===== src/rtl/cpu_pkg.sv =====
// Shared fetch-stage constants and the fetch state encoding.
package cpu_pkg;
  localparam int ADDR_W = 11;
  localparam int INST_W = 9;
  localparam int unsigned START_ADDR = 0;

  typedef enum logic [1:0] {IDLE, RUN, HALTED} fetch_state_e;
endpackage


===== src/rtl/inst_fetch_pc_reg.sv =====
// Program counter: load has priority over increment; increment wraps modulo 2^ADDR_W.
module pc_reg #(
  parameter int              ADDR_W  = 11,
  parameter logic [ADDR_W-1:0] RST_VAL = '0
) (
  input  logic              clk,
  input  logic              rst_n,
  input  logic              load,
  input  logic [ADDR_W-1:0] load_val,
  input  logic              inc,
  output logic [ADDR_W-1:0] pc
);
  always_ff @(posedge clk or negedge rst_n) begin
    if (!rst_n)    pc <= RST_VAL;
    else if (load) pc <= load_val;
    else if (inc)  pc <= pc + ADDR_W'(1);
  end
endmodule


===== src/rtl/inst_fetch.sv =====
// PC + instruction register stage in front of the instruction ROM.
// Optional: INST_FETCH_CYCLE_CNT_EN adds a saturating 16-bit RUN-cycle counter.
module inst_fetch
  import cpu_pkg::*;
#(
  parameter int          ADDR_W     = cpu_pkg::ADDR_W,
  parameter int          INST_W     = cpu_pkg::INST_W,
  parameter int unsigned START_ADDR = cpu_pkg::START_ADDR
) (
  input  logic              Clk,
  input  logic              Reset,
  input  logic              Start,
  input  logic [INST_W-1:0] InstIn,
  input  logic              Stall,
  input  logic              Branch,
  input  logic [ADDR_W-1:0] Target,
  input  logic              Halt,
  output logic [ADDR_W-1:0] InstAddress,
  output logic [INST_W-1:0] InstOut,
  output logic [ADDR_W-1:0] InstPC,
  output logic              InstValid,
  output logic              Done
`ifdef INST_FETCH_CYCLE_CNT_EN
  ,
  output logic [15:0]       CycleCount
`endif
);
  localparam logic [ADDR_W-1:0] START_PC = ADDR_W'(START_ADDR);

  fetch_state_e      state_q, state_d;
  logic              pc_load, pc_inc, ir_load, valid_d;
  logic [ADDR_W-1:0] pc_load_val, pc;

  pc_reg #(.ADDR_W(ADDR_W), .RST_VAL(START_PC)) u_pc (
    .clk      (Clk),
    .rst_n    (Reset),
    .load     (pc_load),
    .load_val (pc_load_val),
    .inc      (pc_inc),
    .pc       (pc)
  );

  always_comb begin
    state_d     = state_q;
    pc_load     = 1'b0;
    pc_load_val = START_PC;
    pc_inc      = 1'b0;
    ir_load     = 1'b0;
    valid_d     = InstValid;
    case (state_q)
      IDLE, HALTED: begin
        if (Start) begin
          state_d = RUN;
          pc_load = 1'b1;
        end
      end
      RUN: begin
        if (Halt) begin
          state_d = HALTED;
          valid_d = 1'b0;
        end else if (Branch) begin
          // wrong-path word on InstIn this cycle is dropped: one bubble
          pc_load     = 1'b1;
          pc_load_val = Target;
          valid_d     = 1'b0;
        end else if (!Stall) begin
          ir_load = 1'b1;
          pc_inc  = 1'b1;
          valid_d = 1'b1;
        end
      end
      default: state_d = IDLE;
    endcase
  end

  always_ff @(posedge Clk or negedge Reset) begin
    if (!Reset) begin
      state_q   <= IDLE;
      InstOut   <= '0;
      InstPC    <= '0;
      InstValid <= 1'b0;
    end else begin
      state_q   <= state_d;
      InstValid <= valid_d;
      if (ir_load) begin
        InstOut <= InstIn;
        InstPC  <= pc;
      end
    end
  end

  assign InstAddress = pc;
  assign Done        = (state_q == HALTED);

`ifdef INST_FETCH_CYCLE_CNT_EN
  always_ff @(posedge Clk or negedge Reset) begin
    if (!Reset)                               CycleCount <= '0;
    else if (state_q != RUN && Start)         CycleCount <= '0;
    else if (state_q == RUN && CycleCount != 16'hFFFF) CycleCount <= CycleCount + 16'd1;
  end
`endif
endmodule


===== config.mk =====
export PLATFORM = sky130hd
export DESIGN_NAME = inst_fetch
export DESIGN_NICKNAME = d
export VERILOG_FILES = /design/src/rtl/cpu_pkg.sv /design/src/rtl/inst_fetch_pc_reg.sv /design/src/rtl/inst_fetch.sv
export SDC_FILE = /design/constraint.sdc
export NUM_CORES = 1
export LEC_CHECK = 0
export BUFFER_PORTS_ARGS = -buffer_cell sky130_fd_sc_hd__buf_2
export CAP_MARGIN = 20
export CORE_MARGIN = 5
export CORE_UTILIZATION = 40
export CTS_CLUSTER_DIAMETER = 100
export DETAILED_ROUTE_END_ITERATION = 16
export PLACE_DENSITY = 0.66
export SLEW_MARGIN = 20
export SYNTH_ARGS = -nofsm -noshare
export SYNTH_HDL_FRONTEND = slang
export SYNTH_HIERARCHICAL = 1
export SYNTH_SLANG_ARGS = --single-unit

===== constraint.sdc =====
create_clock -name Clk -period 3.4 [get_ports Clk]
set_input_delay 0 -clock Clk [delete_from_list [all_inputs] [get_ports Clk]]
set_output_delay 0 -clock Clk [all_outputs]
set_load 0.1 [all_outputs]

## Word level (Yosys, flattened, before mapping)

Index checks and enable logic that the tools add are counted.

| cells by class | value |
|---|---|
| $add $sub $neg | 1 |
| equal/unequal tests | 5 |
| muxes and demuxes | 19 |
| reductions and logical operators | 5 |

Operators with widths:

| cell | count |
|---|---|
| $mux 11 | 5 |
| $add 11x1->11 const B | 1 |
| $mux 1 | 10 |
| $mux 2 | 2 |
| $ne 2x2->1 const B | 2 |
| $pmux 2 s2 | 1 |
| $reduce_and 2->1 | 2 |
| $ne 3x1->1 const B | 1 |
| $eq 2x1->1 const B | 1 |
| $eq 2x2->1 const B | 1 |
| $logic_not 2->1 | 1 |
| $pmux 1 s2 | 1 |
| $reduce_bool 2->1 | 1 |
| $reduce_or 2->1 | 1 |

| word-level totals | value |
|---|---|
| flip-flop bits (word level) | 34 |
| bits of input ports | 26 |
| output and inout port bits | 33 |
| logic and storage cells | 35 |

## Logic depth before layout (Yosys ltp)

Gate-level depths: netlist of run 1.

| logic depth | value |
|---|---|
| depth after elaboration | 6 |
| gate-level depth with buffers | 8 |

## Cells and area by module

Netlist of run 1, hierarchy kept.

By module, submodules not included:

| module | instances | cells each | area an instance (µm²) |
|---|---|---|---|
| inst_fetch | 1 | 71 | 1,059.8 |
| pc_reg | 1 | 67 | 626.9 |

## Worst setup path before layout of run 1

Ideal clock, no wire load.

| path | value |
|---|---|
| kind | flip-flop to flip-flop |
| start point | register state_q[1] |
| end point | register u_pc.pc[7] |
| library setup time | 0.126 ns |
| data arrival time | 2.099 ns |
| data required time | 3.274 ns |
| setup slack | 1.175 ns |
| cell stages (with the launch flop) | 9 |
| clock period less this slack | 2.225 ns |
| path through | dfrtp_1 -> nand2b_4 -> or4_4 -> buf_6 -> inv_1 -> buf_4 -> nand4_2 -> o311a_1 -> a221o_1 |

| on the way | value |
|---|---|
| elaborated cells between the ends (all ways) | 9 |
| those cells by class | eq/ne (2); mux (4); reduce/logical (3) |

RTL lines:

| item | RTL line | text |
|---|---|---|
| from (decl) | inst_fetch.sv:30 | `fetch_state_e state_q, state_d;` |
| from (signal assigned) | inst_fetch.sv:83 | `state_q <= state_d;` |
| $eq 2x1->1 | - |  |
| $mux 1 | - |  |
| via ir_load | inst_fetch.sv:31 | `logic pc_load, pc_inc, ir_load, valid_d;` |
| $reduce_bool 2->1 (no line) | - |  |
| to (signal assigned) | inst_fetch_pc_reg.sv:15 | `else if (load) pc <= load_val;` |
| to (signal assigned) | inst_fetch_pc_reg.sv:16 | `else if (inc) pc <= pc + ADDR_W'(1);` |
| to (decl) | inst_fetch_pc_reg.sv:11 | `output logic [ADDR_W-1:0] pc` |

The timed path passes the listed nets, and every way through them passes these cells.
A chain may end at the register's enable or synchronous reset.

## Worst setup path after layout of run 1

Same ends and word-level chain as after synthesis.

==> flow_summary.json, run 1 <==
{
  "slew_violations": 0,
  "critPathMaxStageDelay_ps": 630,
  "setup.worst_path.start": "state_q[1]",
  "grt_busiest_layer": "met2",
  "r2r-start": "state_q[1]",
  "dp_cells": 241,
  "synth_cell_types": 35,
  "numCtsBuffers": 5,
  "finalHoldViolations": 0,
  "grt_util_met2_pct": 23.5,
  "slew_headroom_pct": 49.9,
  "hpwl_mm": 2.66,
  "final_cells": 262,
  "slowest_stage": "or4_4",
  "yosysSeqAreaShare_pct": 50.4,
  "worst-path-max-fanout": 21,
  "via_per_inst": 5.01,
  "gr-usage-met3_pct": 4.14,
  "gp_congestion": 0.841,
  "maxCapViolations": 0,
  "post-route-util_pct": 54.9,
  "num_io_pins": 59,
  "path_class": "reg2reg",
  "cts_max_path_buffers": 2,
  "yosysMostFrequentCell": "dfrtp_1",
  "synth_top_area_share_pct": 50.4,
  "synth.area.top_cells": "dfrtp_1 50%, mux2_4 17%, and2_1 4.1%",
  "hp-class": "in2reg",
  "worstSetupEndpoint": "u_pc/pc[7]",
  "final_nets": 238,
  "fp.dieW_um": 74.9,
  "rrSetupSlack_ps": 970,
  "io_buffers": 58,
  "n_fill_cell": 354,
  "start_util_pct": 41.6,
  "synth_edf_count": 0,
  "synth.net_count": 165,
  "clockRootBuffer": "clkbuf_8",
  "skew_ps": 5.82,
  "power_density_nw_per_um2": 966,
  "tritoncts": "yes",
  "rsz0062_at_grt": "no",
  "htree_levels": 2,
  "r2r_cells": 6,
  "diodes": 0,
  "grtUsageTotal_pct": 14.1,
  "yosysWarnings": 6,
  "drtPass1Iterations": 4,
  "path_cells": "nand2b_4 > or4_4 > inv_1 > nand4_2 > o311a_1 > a221o_1",
  "end_kind": "flip-flop",
  "synth_area_sq_um": 1690,
  "outcome": "completed",
  "drt_iter0_markers": 57,
  "grt_start_max_net_pins": 35,
  "worstPathArrival_ps": 2600,
  "grt_pass1_vias": 1283,
  "whs_ps": 20.1,
  "area_growth_pct": 32.0,
  "antenna_found_initial": 0,
  "fp.dieArea_sq_um": 5620,
  "rows": 23,
  "fin_crit_sh_pct": 71.3,
  "p_leak_uw": 0.00116,
  "fp.coreArea_sq_um": 4060,
  "ant_nets": 0,
  "ys.flop_type": "dfrtp_1",
  "die_h_um": 74.9,
  "synthArstFlopShare_pct": 100,
  "ys_ff_latch": 34,
  "cp.required_ps": 3570,
  "drive_above_1_share_pct": 42.5,
  "grt_first_pass_wirelength_mm": 5.85,
  "postCtsSetupRepairBufs": 0,
  "wirelength_mm": 3.83,
  "yosys-top-cells-count": "34 x dfrtp_1, 19 x mux2_4, 11 x and2_1, 10 x nand2_1, 7 x o21ai_0",
  "cts_sinks": 34,
  "num_vias": 1313,
  "avgSynthCellArea_sq_um": 12.2,
  "layout_setup_ws_ps": 974,
  "synth_area_leader_cell": "dfrtp_1",
  "worst_pin_slew_ps": 752,
  "syn_inst": 138,
  "dp_slack_ps": 983,
  "grt.overflow.total": 0,
  "clkTransAtPathRegs_ps": 70,
  "setup-tns-final_ps": 0,
  "vdd_drop_max_v": 0.000351,
  "insertion_delay_ps": 290,
  "drc": 0,
  "fmax_mhz": 412,
  "use_met1_pct": 16.2,
  "setup_viol": 0,
  "routedWlPerCell_um": 14.6,
  "worst_setup_path_start_kind": "flip-flop",
  "regToRegEndpoint": "u_pc/pc[7]",
  "min_period_ps": 2430
}
==> cells in the final DEF, fill, tap and decap left out, types with 2 or more instances in the layout <==
cell            n
buf_2          58
dfrtp_1        34
mux2_4         19
dlygate4sd3_1  13
and2_1         11
nand2_1        10
o21ai_0         7
nor2_1          6
clkbuf_8        6
inv_1           5
nand3_1         5
or4_1           4
xor2_1          3
nand2b_1        2
nor2b_1         2
o31ai_1         2
a31oi_1         2
o211ai_1        2
nand4_1         2
==> kinds of logic after synthesis <==
group	count (synthesis)	synth area share [%]
AND/OR/NAND/NOR	49	17.7
flip-flops	34	50.4
multiplexers	21	18.2
AO/OA/AOI/OAI	18	7.27
buffers and inverters	11	3.56
XOR/XNOR	4	2.08
adder cells (fa/ha/maj)	1	0.742
==> where the power goes <==
part | internal (uW) | total, uW | switching (uW)
clock network | 163 | 304 | 141
logic | 248 | 1240 | 990
registers | 521 | 609 | 87.9
==> area by class of cell <==
| cell class | count | area (sq um) | share of cell area, % |
|---|---|---|---|
| clock buffers | 7 | 86.3 | 3.88 |
| well taps | 50 | 62.6 | 2.81 |
| multi-input cells | 93 | 776 | 34.8 |
| repair buffers | 72 | 428 | 19.2 |
| clock inverters | 1 | 5.00 | 0.225 |
| inverters | 5 | 18.8 | 0.843 |
| flip-flops and latches | 34 | 851 | 38.2 |
==> repair_timing <==
action                                  in CTS  in global routing
hold buffers                                12                  1
endpoints found under the setup margin       0                  0
endpoints found under the hold margin       45                  1
resized for setup                            0                  0
==> critical path, delay by kind of cell, from the launching register on <==
family                 cells  cell delay (ps)
buffers and inverters      1              270
and+or+nand+nor            3             1020
AOI/OAI and AO/OA          2              640
DFF                        1              370
==> metrics by stage <==
step | instance area [sq um] | total power (uW)
6_report | 2230 | 2150
5_1_grt | 2230 | 2230
4_1_cts | 2220 | 2170
3_5_place_dp | 2010 | 1840
3_3_place_gp | 2010 | 1830
2_1_floorplan | 1690 | 1650
==> per-layer routing <==
| metal | up-vias | part of all wire, % | wire, um |
|---|---|---|---|
| met5 | - | 0 | 0 |
| met4 | 0 | 1.8 | 69 |
| met3 | 5 | 7.1 | 273 |
| met2 | 49 | 48 | 1830 |
| met1 | 621 | 43 | 1660 |
| li1 | 638 | - | - |
==> worst min-delay path by stage <==
| stage | start | end | cells after the start |
|---|---|---|---|
| 6_report | Target[3] | u_pc/pc[3] | 4 |
| 3_5_place_dp | Reset | InstOut[7] | 1 |
| 4_1_cts | Start | state_q[1] | 3 |
| 2_1_floorplan | Reset | InstOut[0] | 0 |
| 3_3_place_gp | Reset | InstOut[7] | 1 |
| 5_1_grt | Target[3] | u_pc/pc[3] | 4 |
No activity file was read; power rests on OpenSTA's default activity.
==> inputs of run 2 (changes only) <==
Settings changed: PLACE_DENSITY 0.66 to 0.69.
Clock period 3.4 ns to 2 ns, I/O delays scaled along.
==> run 2 against run 1 <==
Utilization up 2.1 points. Flip-flop and latch count unchanged. Worst setup slack worse by 900 ps. Cell count up 1.5%. Global-route usage up 0.85 points. Clock power up 110%. Non-clock buffer count up 4. Final area up 3.8%. Hold slack about the same. Combinational power up 71%. Power up 77%.
==> flow_summary.json, run 2 (synthesis results as in run 1) <==
{
  "antenna_found_initial": 0,
  "dp_slack_ps": 67.3,
  "skew_ps": 9.56,
  "numCtsBuffers": 5,
  "final_cells": 266,
  "post-route-util_pct": 57.0,
  "multi_input_area_sq_um": 800,
  "worst_setup_path_start_kind": "flip-flop",
  "cts_max_path_buffers": 2,
  "grt_first_pass_wirelength_mm": 6.30,
  "fin_crit_sh_pct": 96.3,
  "num_vias": 1309,
  "drive_above_1_share_pct": 45.8,
  "final-seq-area_sq_um": 853,
  "outcome": "completed",
  "fp.coreArea_sq_um": 4060,
  "clockRootBuffer": "clkbuf_8",
  "drtPass1Iterations": 4,
  "htree_levels": 2,
  "cts_sinks": 34,
  "finalHoldViolations": 0,
  "vdd_drop_max_v": 0.000657,
  "drc": 0,
  "tritoncts": "yes",
  "whs_ps": 20.0,
  "power_density_nw_per_um2": 1650,
  "insertion_delay_ps": 290,
  "grt.overflow.total": 0,
  "rsz0062_at_grt": "no",
  "die_h_um": 74.9,
  "rrSetupSlack_ps": 70,
  "worst-path-max-fanout": 7,
  "min_period_ps": 1930,
  "worstPathArrival_ps": 2090,
  "grt_start_max_net_pins": 35,
  "wirelength_mm": 3.87,
  "fp.dieW_um": 74.9,
  "ant_nets": 0,
  "via_per_inst": 4.92,
  "area_growth_pct": 37.0,
  "hp-class": "in2reg",
  "fp.dieArea_sq_um": 5620,
  "num_io_pins": 59,
  "most-common-layout-cells": "58 x buf_2, 32 x dfrtp_1, 19 x mux2_4, 13 x dlygate4sd3_1, 11 x and2_1",
  "fmax_mhz": 519,
  "rows": 23,
  "routedWlPerCell_um": 14.5,
  "end_kind": "flip-flop",
  "n_fill_cell": 365,
  "worst_pin_slew_ps": 784,
  "cp.required_ps": 2170,
  "slew_headroom_pct": 47.7,
  "drt_iter0_markers": 65,
  "diodes": 0,
  "setup_viol": 0,
  "slew_violations": 0,
  "grt_pass1_vias": 1324,
  "hpwl_mm": 2.78,
  "postCtsSetupRepairBufs": 0,
  "gp_congestion": 0.811,
  "dp_cells": 245,
  "start_util_pct": 41.6,
  "path_class": "reg2reg",
  "maxCapViolations": 0,
  "layout_setup_ws_ps": 74.9,
  "clkTransAtPathRegs_ps": 70,
  "io_buffers": 58,
  "final_nets": 242,
  "p_leak_uw": 0.00119,
  "final_common_cell": "buf_2",
  "grtUsageTotal_pct": 14.9
}
-- run 2: metrics by stage --
stage / TNS, ps / total power [uW] / cell area, sq um
3_3_place_gp: 0 / 3140 / 2060
3_5_place_dp: 0 / 3160 / 2060
4_1_cts: 0 / 3840 / 2310
6_report: 0 / 3810 / 2310
5_1_grt: 0 / 3960 / 2310
2_1_floorplan: -291 / 2820 / 1720
-- run 2: path summary, 6_finish.rpt --
kind,startpoint,endpoint,cells after the start
worst max register to register,state_q[1],u_pc/pc[7],6
worst max-delay path,state_q[1],u_pc/pc[7],6
worst min register to register,InstOut[2],InstOut[2],1
max in group asynchronous,Reset,u_pc/pc[1],2
min in group asynchronous,Reset,u_pc/pc[6],2
worst min-delay path,Target[3],u_pc/pc[3],4
-- run 2: layout make-up --
class / count / share of cell area, %
Timing Repair Buffer: 76 / 19.8
Sequential cell: 34 / 36.9
Multi-Input combinational cell: 93 / 34.6
Clock inverter: 1 / 1.30
Inverter: 5 / 0.920
Tap cell: 50 / 2.71
Clock buffer: 7 / 3.74
-- run 2: power breakdown --
part	switching (uW)	internal, uW
Clock	242	406
Sequential	146	887
Combinational	1690	434
Total	2080	1730
-- run 2: timing repair --
| action | CTS | global route |
|---|---|---|
| endpoints found under the setup margin | 0 | 2 |
| gates resized for setup | 0 | 1 |
| hold endpoints to repair | 45 | 0 |
| hold buffers | 13 | 0 |
-- run 2: critical path, stage by stage (launching register included) --
cell and delay, ps:
dfrtp_1 370, nand2b_4 160, or4_4 440, inv_4 100, nand4_4 150, o311a_1 330, a221o_1 260
-- run 2: routing by layer --
layer	wire length [um]	up-vias	GRT usage (%)
li1	-	645	-
met1	1710	614	19.5
met2	1810	42	23.6
met3	259	8	4.01
met4	81	0	5.93
met5	0	-	0
==> inputs of run 3 (changes only) <==
Settings changed: HOLD_SLACK_MARGIN from default to 0.03, REMOVE_ABC_BUFFERS from default to 1.
==> run 3 against run 2 <==
Utilization up 0.77 points. Cell count up 2.6%. Wire length decreased by 3.3%. Flip-flop and latch count stayed put. Clock power shrank 20%.
==> flow_summary.json, run 3 (synthesis results as in run 1) <==
{
  "hp-class": "in2reg",
  "hold_path.startpoint": "Target[1]",
  "vdd_drop_max_v": 0.000637,
  "multi_input_area_sq_um": 797,
  "area_growth_pct": 38.9,
  "num_io_pins": 59,
  "io_buffers": 58,
  "insertion_delay_ps": 280,
  "wirelength_mm": 3.74,
  "start_util_pct": 41.6,
  "dp_slack_ps": -12.5,
  "path_class": "reg2reg",
  "fp.coreArea_sq_um": 4060,
  "drive_above_1_share_pct": 44.8,
  "drt_iter0_markers": 45,
  "gp_congestion": 0.747,
  "outcome": "completed",
  "numCtsBuffers": 5,
  "grt.overflow.total": 0,
  "diodes": 0,
  "fin_crit_sh_pct": 96.1,
  "r2r_cells": 6,
  "final_cells": 273,
  "cts_max_path_buffers": 2,
  "end_kind": "flip-flop",
  "grt_pass1_vias": 1227,
  "clockRootBuffer": "clkbuf_8",
  "cts_sinks": 34,
  "fmax_mhz": 520,
  "finalHoldViolations": 0,
  "setup_viol": 0,
  "power_density_nw_per_um2": 1570,
  "worstSetupEndpoint": "u_pc/pc[7]",
  "p_leak_uw": 0.00121,
  "rsz0062_at_grt": "yes",
  "skew_ps": 7.11,
  "most-common-layout-cells": "58 x buf_2, 34 x dfrtp_1, 19 x mux2_4, 16 x dlygate4sd3_1, 11 x and2_1",
  "fp.dieArea_sq_um": 5620,
  "drtPass1Iterations": 4,
  "p_total_uw": 3680,
  "antenna_found_initial": 0,
  "r2r-start": "state_q[1]",
  "ant_nets": 0,
  "die_h_um": 74.9,
  "drc": 0,
  "tritoncts": "yes",
  "htree_levels": 2,
  "setup-tns-final_ps": 0,
  "min_path_cells": 4,
  "worstPathArrival_ps": 2100,
  "rrSetupSlack_ps": 80,
  "grt_first_pass_wirelength_mm": 5.89,
  "cp.required_ps": 2170,
  "slew_violations": 0,
  "worst_pin_slew_ps": 755,
  "final_nets": 249,
  "n_fill_cell": 344,
  "min_period_ps": 1920,
  "layout_setup_ws_ps": 77.1,
  "grt_start_max_net_pins": 35,
  "post-route-util_pct": 57.7,
  "grtUsageTotal_pct": 14.1,
  "worst-path-max-fanout": 6,
  "rows": 23,
  "final_common_cell": "buf_2",
  "maxCapViolations": 0,
  "setup.worst_path.start": "state_q[1]",
  "regToRegEndpoint": "u_pc/pc[7]",
  "worst_setup_path_start_kind": "flip-flop",
  "fp.dieW_um": 74.9,
  "final-seq-area_sq_um": 851,
  "clkTransAtPathRegs_ps": 70,
  "routedWlPerCell_um": 13.7,
  "slew_headroom_pct": 49.6,
  "via_per_inst": 4.71,
  "dp_cells": 247,
  "num_vias": 1285
}
==> run 3: changes by cell type in the layout (fill, tap and decap cells not counted), sizes merged <==
cell and delta:
buf +4, inv -1, clkinvlp +1, bufinv -1, dlygate4sd3 +3, clkinv +1
==> run 3: layout make-up <==
class                      count  area share [%]
inverter                       5           0.962
clock buffer                   7            3.69
tap                           50            2.67
sequential                    34            36.3
multi-input combinational     93            34.0
clock inverter                 1           0.214
timing repair buffer          83            22.1
==> run 3: stage by stage <==
| stage | area [sq um] | hold slack (ps) |
|---|---|---|
| after global placement | 2050 | 113 |
| final | 2340 | 39.9 |
| after CTS | 2300 | 38.1 |
| after global routing | 2340 | 49.2 |
| after detailed placement | 2050 | 117 |
| after floorplan | 1650 | -296 |
==> run 3: how the worst min path moves through the flow <==
stage,endpoint
floorplan,InstOut[0]
global placement,InstValid
detailed placement,InstValid
CTS,u_pc/pc[2]
global route,InstValid
finish,u_pc/pc[1]
==> run 3: where the power goes <==
part	internal, uW	total (uW)	switching [uW]
registers	885	1030	147
clock network	278	518	240
logic	443	2130	1680
==> run 3: what timing repair did <==
action                                  CTS  global route
hold buffers                             16             0
gates resized for setup                   0             5
pin swaps                                 0             3
buffers inserted                          0             2
endpoints found under the setup margin    2             6
hold endpoints to repair                 48             0
==> run 3: metal layers <==
layer  track usage (%)  part of all wire, %  vias up
met5                 0                    0        -
met3              4.01                  5.4        6
li1                  -                    -      658
met4              5.93                  1.6        0
met1              17.9                   43      590
met2              22.4                   49       31
==> run 3: critical path, cell delays in order, from the launching register on <==
cell and delay, ps:
dfrtp_1 380, nand2b_4 140, or4_4 430, clkinvlp_4 160
nand4_4 140, o311a_1 320, a221o_1 250
